===== src/rtl/line_mem_arbiter.sv =====
// Purpose: round-robin arbiter sharing the single-port state-line memory between loader, datapath and unloader.
// Latency: grant 1 cycle after req; read data/rvalid 2 cycles after mem_re (memory + output register).
// Backpressure: requesters hold req until granted; an unlocked owner is preempted after MAX_HOLD cycles under contention.
module line_mem_arbiter #(
  parameter int ADDR_W   = 5,
  parameter int DATA_W   = 25,
  parameter int DEPTH    = 25,
  parameter int MAX_HOLD = 8
) (
  input  logic              clk,
  input  logic              rst,
  input  logic [2:0]        req,
  input  logic [2:0]        lock,
  input  logic [ADDR_W-1:0] addr0,
  input  logic [ADDR_W-1:0] addr1,
  input  logic [ADDR_W-1:0] addr2,
  input  logic [DATA_W-1:0] wdata0,
  input  logic [DATA_W-1:0] wdata1,
  input  logic [DATA_W-1:0] wdata2,
  input  logic [2:0]        we,
  output logic [2:0]        gnt,
  output logic [ADDR_W-1:0] mem_addr,
  output logic [DATA_W-1:0] mem_wdata,
  output logic              mem_we,
  output logic              mem_re,
  input  logic [DATA_W-1:0] mem_rdata,
  output logic [DATA_W-1:0] rdata,
  output logic [2:0]        rvalid,
  output logic              err
);

  localparam int HOLD_W = $clog2(MAX_HOLD) + 1;
  localparam logic [HOLD_W-1:0] HOLD_MAX  = HOLD_W'(MAX_HOLD);
  localparam logic [HOLD_W-1:0] HOLD_LAST = HOLD_W'(MAX_HOLD - 1);
  localparam logic [ADDR_W:0]   DEPTH_C   = (ADDR_W + 1)'(DEPTH);

  localparam logic [0:0] ST_IDLE = 1'b0;
  localparam logic [0:0] ST_OWN  = 1'b1;

  logic [0:0]        state, state_nxt;
  logic [1:0]        ptr, ptr_nxt;       // last/current owner index
  logic [HOLD_W-1:0] hold;
  logic              grant_evt;

  logic [2:0]        owner_oh;
  logic [ADDR_W-1:0] own_addr;
  logic [DATA_W-1:0] own_wdata;
  logic              own_req, own_we, own_lock;
  logic              access, in_range;

  logic [2:0]        search_req;
  logic [1:0]        c1, c2, win;
  logic              found;
  logic              release_own, preempt;

  logic              rd_pend;
  logic [1:0]        rd_idx;

  function automatic logic [2:0] oh3(input logic [1:0] i);
    case (i)
      2'd0:    oh3 = 3'b001;
      2'd1:    oh3 = 3'b010;
      default: oh3 = 3'b100;
    endcase
  endfunction

  assign owner_oh = oh3(ptr);
  assign own_req  = |(req  & owner_oh);
  assign own_we   = |(we   & owner_oh);
  assign own_lock = |(lock & owner_oh);

  // Select the owner's address and write data; non-owner inputs never reach the memory.
  always_comb begin
    own_addr  = '0;
    own_wdata = '0;
    case (ptr)
      2'd0: begin own_addr = addr0; own_wdata = wdata0; end
      2'd1: begin own_addr = addr1; own_wdata = wdata1; end
      default: begin own_addr = addr2; own_wdata = wdata2; end
    endcase
  end

  assign access   = (state == ST_OWN) && own_req;
  assign in_range = ({1'b0, own_addr} < DEPTH_C);

  // While owning, the owner is masked out so a release/preempt always moves to someone else.
  assign search_req = (state == ST_OWN) ? (req & ~owner_oh) : req;
  assign c1 = (ptr == 2'd2) ? 2'd0 : ptr + 2'd1;
  assign c2 = (c1  == 2'd2) ? 2'd0 : c1  + 2'd1;

  // Round-robin search in order ptr+1, ptr+2, ptr.
  always_comb begin
    found = 1'b1;
    win   = ptr;
    if (|(search_req & oh3(c1)))       win = c1;
    else if (|(search_req & oh3(c2)))  win = c2;
    else if (|(search_req & owner_oh)) win = ptr;
    else                               found = 1'b0;
  end

  assign release_own = (state == ST_OWN) && !own_req;
  // >= rather than == so an owner that was locked past the limit can still be preempted once it unlocks.
  assign preempt     = (state == ST_OWN) && own_req && !own_lock && (hold >= HOLD_LAST) && found;

  // Next owner / state; release wins over preempt but both lead to the same search.
  always_comb begin
    state_nxt = state;
    ptr_nxt   = ptr;
    grant_evt = 1'b0;
    if (state == ST_IDLE) begin
      if (found) begin
        state_nxt = ST_OWN;
        ptr_nxt   = win;
        grant_evt = 1'b1;
      end
    end else if (release_own || preempt) begin
      if (found) begin
        ptr_nxt   = win;
        grant_evt = 1'b1;
      end else begin
        state_nxt = ST_IDLE;
      end
    end
  end

  // Grant state, pointer and registered one-hot grant.
  always_ff @(posedge clk or negedge rst) begin
    if (!rst) begin
      state <= ST_IDLE;
      ptr   <= 2'd2;
      gnt   <= 3'b000;
    end else begin
      state <= state_nxt;
      ptr   <= ptr_nxt;
      gnt   <= (state_nxt == ST_OWN) ? oh3(ptr_nxt) : 3'b000;
    end
  end

  // Tenure counter: cleared per grant, counts owned cycles, saturates.
  always_ff @(posedge clk or negedge rst) begin
    if (!rst) begin
      hold <= '0;
    end else if (grant_evt || state == ST_IDLE) begin
      hold <= '0;
    end else if (hold != HOLD_MAX) begin
      hold <= hold + 1'b1;
    end
  end

  // Memory command driven straight from the owner; out-of-range addresses are suppressed.
  always_comb begin
    mem_addr  = access ? own_addr  : '0;
    mem_wdata = access ? own_wdata : '0;
    mem_we    = access &&  own_we && in_range;
    mem_re    = access && !own_we && in_range;
  end

  // Read-return tagging and error pulse; the tag survives a grant change.
  always_ff @(posedge clk or negedge rst) begin
    if (!rst) begin
      rd_pend <= 1'b0;
      rd_idx  <= 2'd0;
      rdata   <= '0;
      rvalid  <= 3'b000;
      err     <= 1'b0;
    end else begin
      rd_pend <= mem_re;
      if (mem_re) rd_idx <= ptr;
      err     <= access && !in_range;
      rvalid  <= rd_pend ? oh3(rd_idx) : 3'b000;
      if (rd_pend) rdata <= mem_rdata;
    end
  end

endmodule


===== config.mk =====
export PLATFORM = sky130hd
export DESIGN_NAME = line_mem_arbiter
export DESIGN_NICKNAME = d
export VERILOG_FILES = /design/src/rtl/line_mem_arbiter.sv
export SDC_FILE = /design/constraint.sdc
export NUM_CORES = 1
export LEC_CHECK = 0
export BUFFER_PORTS_ARGS = -buffer_cell sky130_fd_sc_hd__buf_4
export CELL_PAD_IN_SITES_DETAIL_PLACEMENT = 0
export CELL_PAD_IN_SITES_GLOBAL_PLACEMENT = 1
export CORE_MARGIN = 2
export CORE_UTILIZATION = 28
export DETAILED_ROUTE_END_ITERATION = 8
export PLACE_DENSITY_LB_ADDON = 0.25
export SKIP_LAST_GASP = 1
export SYNTH_ARGS = -nofsm -noshare
export SYNTH_HDL_FRONTEND = slang
export SYNTH_SLANG_ARGS = --single-unit

===== constraint.sdc =====
create_clock -name clk -period 2.2 [get_ports clk]
set_input_delay 0.11 -clock clk [delete_from_list [all_inputs] [get_ports clk]]
set_output_delay 0.11 -clock clk [all_outputs]
set_load 0.02 [all_outputs]

==> Word level (Yosys, flattened, before mapping) <==
Cells that the tools add are included.
{ "totals": {"ff_bits": 42, "wordCells": 89} }
{ "op_classes": {"addsub": 3, "n_lt_le_gt_ge": 2, "n_eq_ne": 8, "mux": 30, "bitwise": 9, "n_reduce_logical": 28} }
{ "ops": {"columns": ["cell", "count"], "rows": [
  ["$pmux 25 s2", 1],
  ["$pmux 3 s2", 5],
  ["$mux 25", 1],
  ["$and 3x3->3", 7],
  ["$reduce_or 3->1", 6],
  ["$mux 2", 7],
  ["$mux 3", 4],
  ["$eq 2x1->1 const B", 5],
  ["$logic_and 1x1->1", 10],
  ["$logic_not 2->1", 5],
  ["$pmux 5 s2", 1],
  ["$mux 1", 8],
  ["$mux 4", 2],
  ["$lt 5x5->1 const B", 1],
  ["$mux 5", 1],
  ["$add 2x1->2 const B", 2],
  ["$add 4x1->4 const B", 1],
  ["$eq 2x2->1 const B", 2],
  ["$ge 4x3->1 const B", 1],
  ["$logic_not 1->1", 4],
  ["$ne 4x4->1 const B", 1],
  ["$not 3->3", 1],
  ["$logic_or 1x1->1", 2],
  ["$reduce_bool 2->1", 1],
  ["$not 1->1", 1]
]} }

==> Longest topological paths before layout <==
Gate-level depths: netlist (run 1).
{ "logic_depth": {"depth_word": 19, "ltp_mapped": 7, "depth_no_buf": 6} }

==> Least setup slack after synthesis (run 1) <==
No wires, ideal clock.
{ "synth_timing": {"kind": "register to register", "start": "register ptr[0]", "end": "register rd_idx[0]", "arrival_time_ns": 1.847, "path_slack_ns": 0.226, "path_stages_with_launch": 7, "n_path_buf": 1, "cell_sequence": "dfrtp_1 > buf_4 > mux2_1 > mux2i_1 > nand3_1 > a21oi_2 > mux2_1"} }
{ "synth_between": {"elab_chain_cells": 7, "word_cells_on_any_way": 13, "classes_between": "1 x order compare; 1 x eq/ne; 2 x mux; 2 x bitwise; 7 x reduce/logical"} }
{ "synth_rtl": {"columns": ["item", "line", "text"], "rows": [
  ["from (decl)", "41", "logic [1:0] ptr, ptr_nxt;"],
  ["from (signal assigned)", "134", "ptr <= ptr_nxt;"],
  ["branches (longest 6 deep; another with $lt 5x5->1)", null, null],
  ["$logic_and 1x1->1 (*)", "155", "mem_re = access && !own_we && in_range;"],
  ["named net mem_re", "25", "output logic mem_re,"],
  ["to (signal assigned)", "168", "if (mem_re) rd_idx <= ptr;"],
  ["to (decl)", "57", "logic [1:0] rd_idx;"]
]} }
Mark *: on every way through the listed nets, which the timed path passes.
A chain may end at the register's enable or synchronous reset.

==> Worst setup path after layout (run 1) <==
{ "layout_timing": {"start": "register ptr[0]", "end": "output mem_wdata[18]"} }
{ "layout_between": {"elab_chain_cells": 6, "word_cells_on_any_way": 8, "classes_between": "1 x eq/ne; 3 x mux; 1 x bitwise; 3 x reduce/logical"} }
{ "layout_rtl": {"columns": ["item", "line", "text"], "rows": [
  ["$eq 2x1->1 or $logic_not 2->1 (tied branches)", "60, 76", null],
  ["$pmux 3 s2", "60", "case (i)"],
  ["$and 3x3->3", "68", "assign own_req = |(req & owner_oh);"],
  ["$reduce_or 3->1", "68", null],
  ["$logic_and 1x1->1", "83", "assign access = (state == ST_OWN) && own_req;"],
  ["$mux 25 (*)", "153", "mem_wdata = access ? own_wdata : '0;"],
  ["to (decl)", "23", "output logic [DATA_W-1:0] mem_wdata,"]
]} }
Mark *: on every way between the ends. The rest lies on a longest branch, timed or not.

==> metrics.yaml, run 1 <==
synth_top_area_share_pct: 41.14
postSynthCellCount: 257
synthArstFlopShare_pct: 100.0
reg2reg_depth: 6
firstDrtPassIters: 4
ir_worst_vdd_mv: 0.3853
arrival_ns: 1.97
area_delta_synth_final_pct: 68.04
die_width_um: 98.37
nNetsFinal: 575
grt_max_degree: 49
drive_gt1_share_pct: 53.57
rows: 34
crit_type: "flip-flop to primary output"
grt_first_pass_wirelength_mm: 12.05
cts_tree: "yes"
setup_viol: 0
synth.most_common_cell: "nor2_1"
synthTopCellsByCount: "63 x nor2_1, 41 x dfrtp_1, 34 x mux2i_1"
yosys.area.top_type: "dfrtp_1"
rsz0062_at_grt: "no"
period_share_pct: 94.54
post-route-cell-area_um2: 4190
synth_edf_count: 0
htreeDepth: 2
dpl_cell_area_um2: 4025
worst_hold_slack_ns: 0.04690
r2r_end: "gnt[1]$_DFF_PN0_"
die_h_um: 98.37
powerDensity_nw_per_um2: 1304
slew_viol_final: 0
slew_headroom_pct: 65.08
p_total_mw: 5.465
drc: 0
ys_seq_elements: 42
hp-class: "input port to flip-flop"
clockBufferDepth: 2
worst_pin_slew_ns: 0.5238
antenna_left: 0
viasPerCell: 4.651
drt_iter0_markers: 108
cts-root-buf: "clkbuf_8"
setup_tns_ns: 0
cts.sink_count: 42
worst_setup_path_start_kind: "flip-flop"
overflow: 0
num_vias: 2586
clkSlewWorstSetupHoldPaths_ns: 0.08
syn-num-nets: 385
grt_pass1_vias: 2537
critPathCapture: "mem_wdata[18]"
ys.flop_type: "dfrtp_1"
cts_buffers: 5
period_needed_ns: 2.080
place_congestion: 0.7228
cp.required_ns: 2.09
port-buffer-count: 189
critPathMaxFanout: 30
initial_utilization_pct: 28.73
antenna_cells: 0
grt_usage_pct: 15.30
max_freq_mhz: 480.8
synth_area_um2: 2494
ys_seq_area_share_pct: 42.20
yosys_warnings: 0
final_util_pct: 48.28
die-area_um2: 9677
status: "finished, final reports clean"
wl_mm: 7.809
total_leakage_power_nw: 2.130
syn_avg_cell_area_um2: 9.703
regToRegStartpoint: "ptr[0]$_DFF_PN0_"
crit_path_start: "ptr[0]$_DFF_PN0_"
end_kind: "primary output"
synthDistinctLibCells: 37
synth_area_leaders: "dfrtp_1 41%, mux2i_1 14%, mux2_2 13%"
fin_skew_ns: 0.005926
fp.coreArea_um2: 8678
wl_per_cell_um: 14.04
clock_latency_ns: 0.29
pin_count: 190
reg2reg_slack_ns: 0.15
antenna_found_initial: 0
place_hpwl_mm: 6.129
maxCapViolations: 0
hold_viol: 0
[through the flow]
| step | worst slack (ns) | std cells |
|---|---|---|
| after floorplan | 0.2255 | 257 |
| after global placement | 0.2555 | 542 |
| after detailed placement | 0.2325 | 542 |
| after CTS | 0.04240 | 551 |
| after global routing | 0.009919 | 556 |
| final | 0.1202 | 556 |
[state kept, by name, indices dropped and copies added, names as in the netlist]
register	cells
err	1
ptr	2
rd_pend	1
state	1
rdata	25
rd_idx	2
hold	4
gnt	3
rvalid	3
[logic make-up (layout without fill, tap and decap cells)]
kind of cell               after synthesis  after routing  share of synthesized area, %
AOI/OAI and AO/OA                       40             40                         9.383
xor gates and xnor gates                 2              2                        0.7026
adders and majority gates                2              2                         1.003
buffers and inverters                   20            211                         3.412
DFF                                     42             42                         42.20
muxes                                   67             67                         28.70
and+or+nand+nor                         84             84                         14.60
[where the power goes]
part	internal, mW	switching, mW	leakage (nW)
Combinational	1.69	1.83	1.57
Clock	0.340	0.251	0.0524
Sequential	1.13	0.229	0.511
[final cells by class]
cell class,count,area (um^2)
clock buffers,7,76.32
fillers,882,4488
flip-flops and latches,42,1057
multi-input cells,195,1360
well taps,108,135.1
clock inverters,1,30.03
repair buffers,200,1520
inverters,3,11.26
[how the worst min path moves through the flow]
stage,end,startpoint,cells past startpoint
2_1_floorplan,err$_DFF_PN0_,rst,0
3_3_place_gp,rdata[23]$_DFFE_PN0P_,rst,1
3_5_place_dp,rdata[23]$_DFFE_PN0P_,rst,1
4_1_cts,rdata[19]$_DFFE_PN0P_,mem_rdata[19],2
5_1_grt,rdata[19]$_DFFE_PN0P_,mem_rdata[19],2
6_report,rdata[19]$_DFFE_PN0P_,mem_rdata[19],2
[critical path, stage by stage (launching register included)]
cell      delay [ns]
dfrtp_2         0.45
buf_4           0.18
mux2_4          0.30
o211ai_1        0.18
buf_4           0.16
buf_12          0.18
nor2_1          0.07
buf_4           0.15
[layout by cell type (no fill, tap or decap), types with 2 or more instances in the layout]
cell type / synthesis / final
buf_4: 1 / 196
nor2_1: 63 / 63
dfrtp_1: 41 / 40
mux2i_1: 34 / 33
mux2_2: 28 / 28
a21oi_1: 27 / 27
nand2_1: 6 / 6
clkbuf_8: 0 / 5
mux2_1: 4 / 4
inv_1: 3 / 3
a21o_1: 3 / 3
nand2b_1: 3 / 3
o211ai_1: 2 / 2
o21ai_0: 2 / 2
and3_1: 2 / 2
nand3_1: 2 / 2
ha_1: 2 / 2
clkbuf_1: 5 / 2
[what timing repair did]
| action | in CTS | in global routing |
|---|---|---|
| hold buffers | 1 | 0 |
| buffers inserted | 0 | 5 |
| endpoints found under the setup margin | 0 | 26 |
| endpoints found under the hold margin | 41 | 0 |
| gates resized for setup | 0 | 5 |
[per-layer routing]
layer  global-route usage [%]  share of wire [%]  vias to the layer above
met2                    27.84                 52                      117
met3                    4.796                8.6                       17
met4                    5.796                2.7                        0
met5                        0                  0                        -
met1                    16.51                 37                     1185
li1                         -                  -                     1267
Note: power is estimated with default switching activity, not from simulation.
==> run 2, diff against run 1 <==
- CORE_UTILIZATION: 28 -> 30
- clock period: 2.2 -> 2.4 ns (I/O delays scaled with it)
==> run 2 against run 1 <==
Against the previous run: cell area fell by 1.4%; setup slack improved by 0.062 ns; first-iteration DRC count fell by 18%; total power fell by 11%; count of clock-buffer cells in the layout fell by 1; register-to-register slack improved by 0.20 ns; via count fell by 1.8%; wire length fell by 5.0%; highest routed layer unchanged.
==> metrics.yaml, run 2 (synthesis results as in run 1) <==
p_sw_share_pct: 43.21
intPower_mw: 2.759
htreeDepth: 2
cts_tree: "yes"
critPathCapture: "mem_we"
max_stage_delay_ns: 0.50
reg_top3: "rdata x25, hold x4"
drc: 0
crit_cells: 7
antenna_cells: 0
r2r_end: "rd_idx[0]$_DFFE_PN0P_"
pin_count: 190
hold_viol: 0
antenna_left: 0
area_delta_synth_final_pct: 65.63
cts.sink_count: 42
grt_max_degree: 53
clock_latency_ns: 0.29
final_cell_mix: "192 x buf_4, 63 x nor2_1, 40 x dfrtp_1, 34 x mux2i_1, 28 x mux2_2"
die_h_um: 95.17
viasPerCell: 4.635
status: "finished, final reports clean"
nNetsFinal: 570
worst_pin_slew_ns: 0.5227
p_switching_mw: 2.099
top_register: "rdata"
placedCellCount: 539
post-cts-setup-buffers: 0
layout_setup_ws_ns: 0.1826
reg2reg_depth: 6
layout_commonest_cell: "buf_4"
total_leakage_power_nw: 2.099
p_clk_share_pct: 9.6
cp_top_family: "multiplexers"
cts_buffers: 5
hp-start: "mem_rdata[11]"
grt_first_pass_wirelength_mm: 11.33
maxCapViolations: 0
place_congestion: 0.7968
cpMaxStageDelayCell: "dfrtp_2"
post-route-cell-area_um2: 4130
grt_usage_pct: 15.91
antenna_found_initial: 0
hp-class: "input port to flip-flop"
slew_headroom_pct: 65.15
arrival_ns: 2.10
worst_setup_path_start_kind: "flip-flop"
clockBufferDepth: 2
final_util_pct: 50.78
grt_pass1_vias: 2453
crit_path_start: "ptr[0]$_DFF_PN0_"
die_width_um: 95.17
firstDrtPassIters: 4
wl_per_cell_um: 13.54
clkSlewWorstSetupHoldPaths_ns: 0.08
end_kind: "primary output"
fin_skew_ns: 0.002965
place_hpwl_mm: 5.992
critPathMaxFanout: 10
path_cells: "buf_4, mux2_2, mux2i_1, nor2_1, a21o_1, nor2_1, buf_4"
pwr-share-comb_pct: 64.2
wl_mm: 7.421
die-area_um2: 9057
rsz0062_at_grt: "no"
drt_iter0_markers: 89
slew_viol_final: 0
fp.coreArea_um2: 8134
overflow: 0
setup_tns_ns: 0
crit_buf_inv: 2
fin_cells: 548
period_share_pct: 92.39
rows: 33
drive_gt1_share_pct: 53.27
regToRegStartpoint: "ptr[0]$_DFF_PN0_"
dpl_cell_area_um2: 4021
crit_type: "flip-flop to primary output"
period_needed_ns: 2.217
setup_viol: 0
port-buffer-count: 189
cts-root-buf: "clkbuf_8"
largest_register_ffs: 25
place_worst_setup_slack_ns: 0.3281
initial_utilization_pct: 30.66
worst_hold_slack_ns: 0.05770
ir_worst_vdd_mv: 0.4003
p_total_mw: 4.858
num_vias: 2540
seqPwrFrac_pct: 26.2
max_freq_mhz: 451.0
reg2reg_slack_ns: 0.35
powerDensity_nw_per_um2: 1176
cp.required_ns: 2.28
## run 2: power by group through the flow
stage                     logic (mW)  clock network (mW)  registers, mW
final                           3.12               0.466           1.27
after detailed placement        3.16                   0           1.30
after CTS                       3.16               0.485           1.28
after global placement          3.13                   0           1.28
after global routing            3.40               0.522           1.33
after floorplan                 1.69                   0           1.51
## run 2: worst min path at each step
stage,end,slack (ns),cells past startpoint
after CTS,rdata[11]$_DFFE_PN0P_,0.05,2
after detailed placement,rdata[21]$_DFFE_PN0P_,0.14,1
after global placement,rdata[21]$_DFFE_PN0P_,0.14,1
after floorplan,err$_DFF_PN0_,-0.18,0
final,rdata[11]$_DFFE_PN0P_,0.06,2
after global routing,rdata[14]$_DFFE_PN0P_,0.04,2
## run 2: layout make-up
class	instances	area [um^2]
clock buffer	6	82.58
clock inverter	2	12.51
fill	776	4004
inverter	3	11.26
multi-input combinational	195	1356
sequential	42	1054
tap	105	131.4
timing repair buffer	195	1483
## run 2: timing repair
| item | CTS | global route |
|---|---|---|
| hold buffers | 1 | 0 |
| setup endpoints to repair | 0 | 1 |
| endpoints found under the hold margin | 41 | 0 |
| resized for setup | 0 | 1 |
## run 2: layer usage
metal | routed length (um) | vias up | GRT usage [%]
li1 | - | 1258 | -
met1 | 2744 | 1168 | 17.78
met2 | 3907 | 107 | 28.70
met3 | 664 | 7 | 5.217
met4 | 104 | 0 | 4.589
met5 | 0 | - | 0
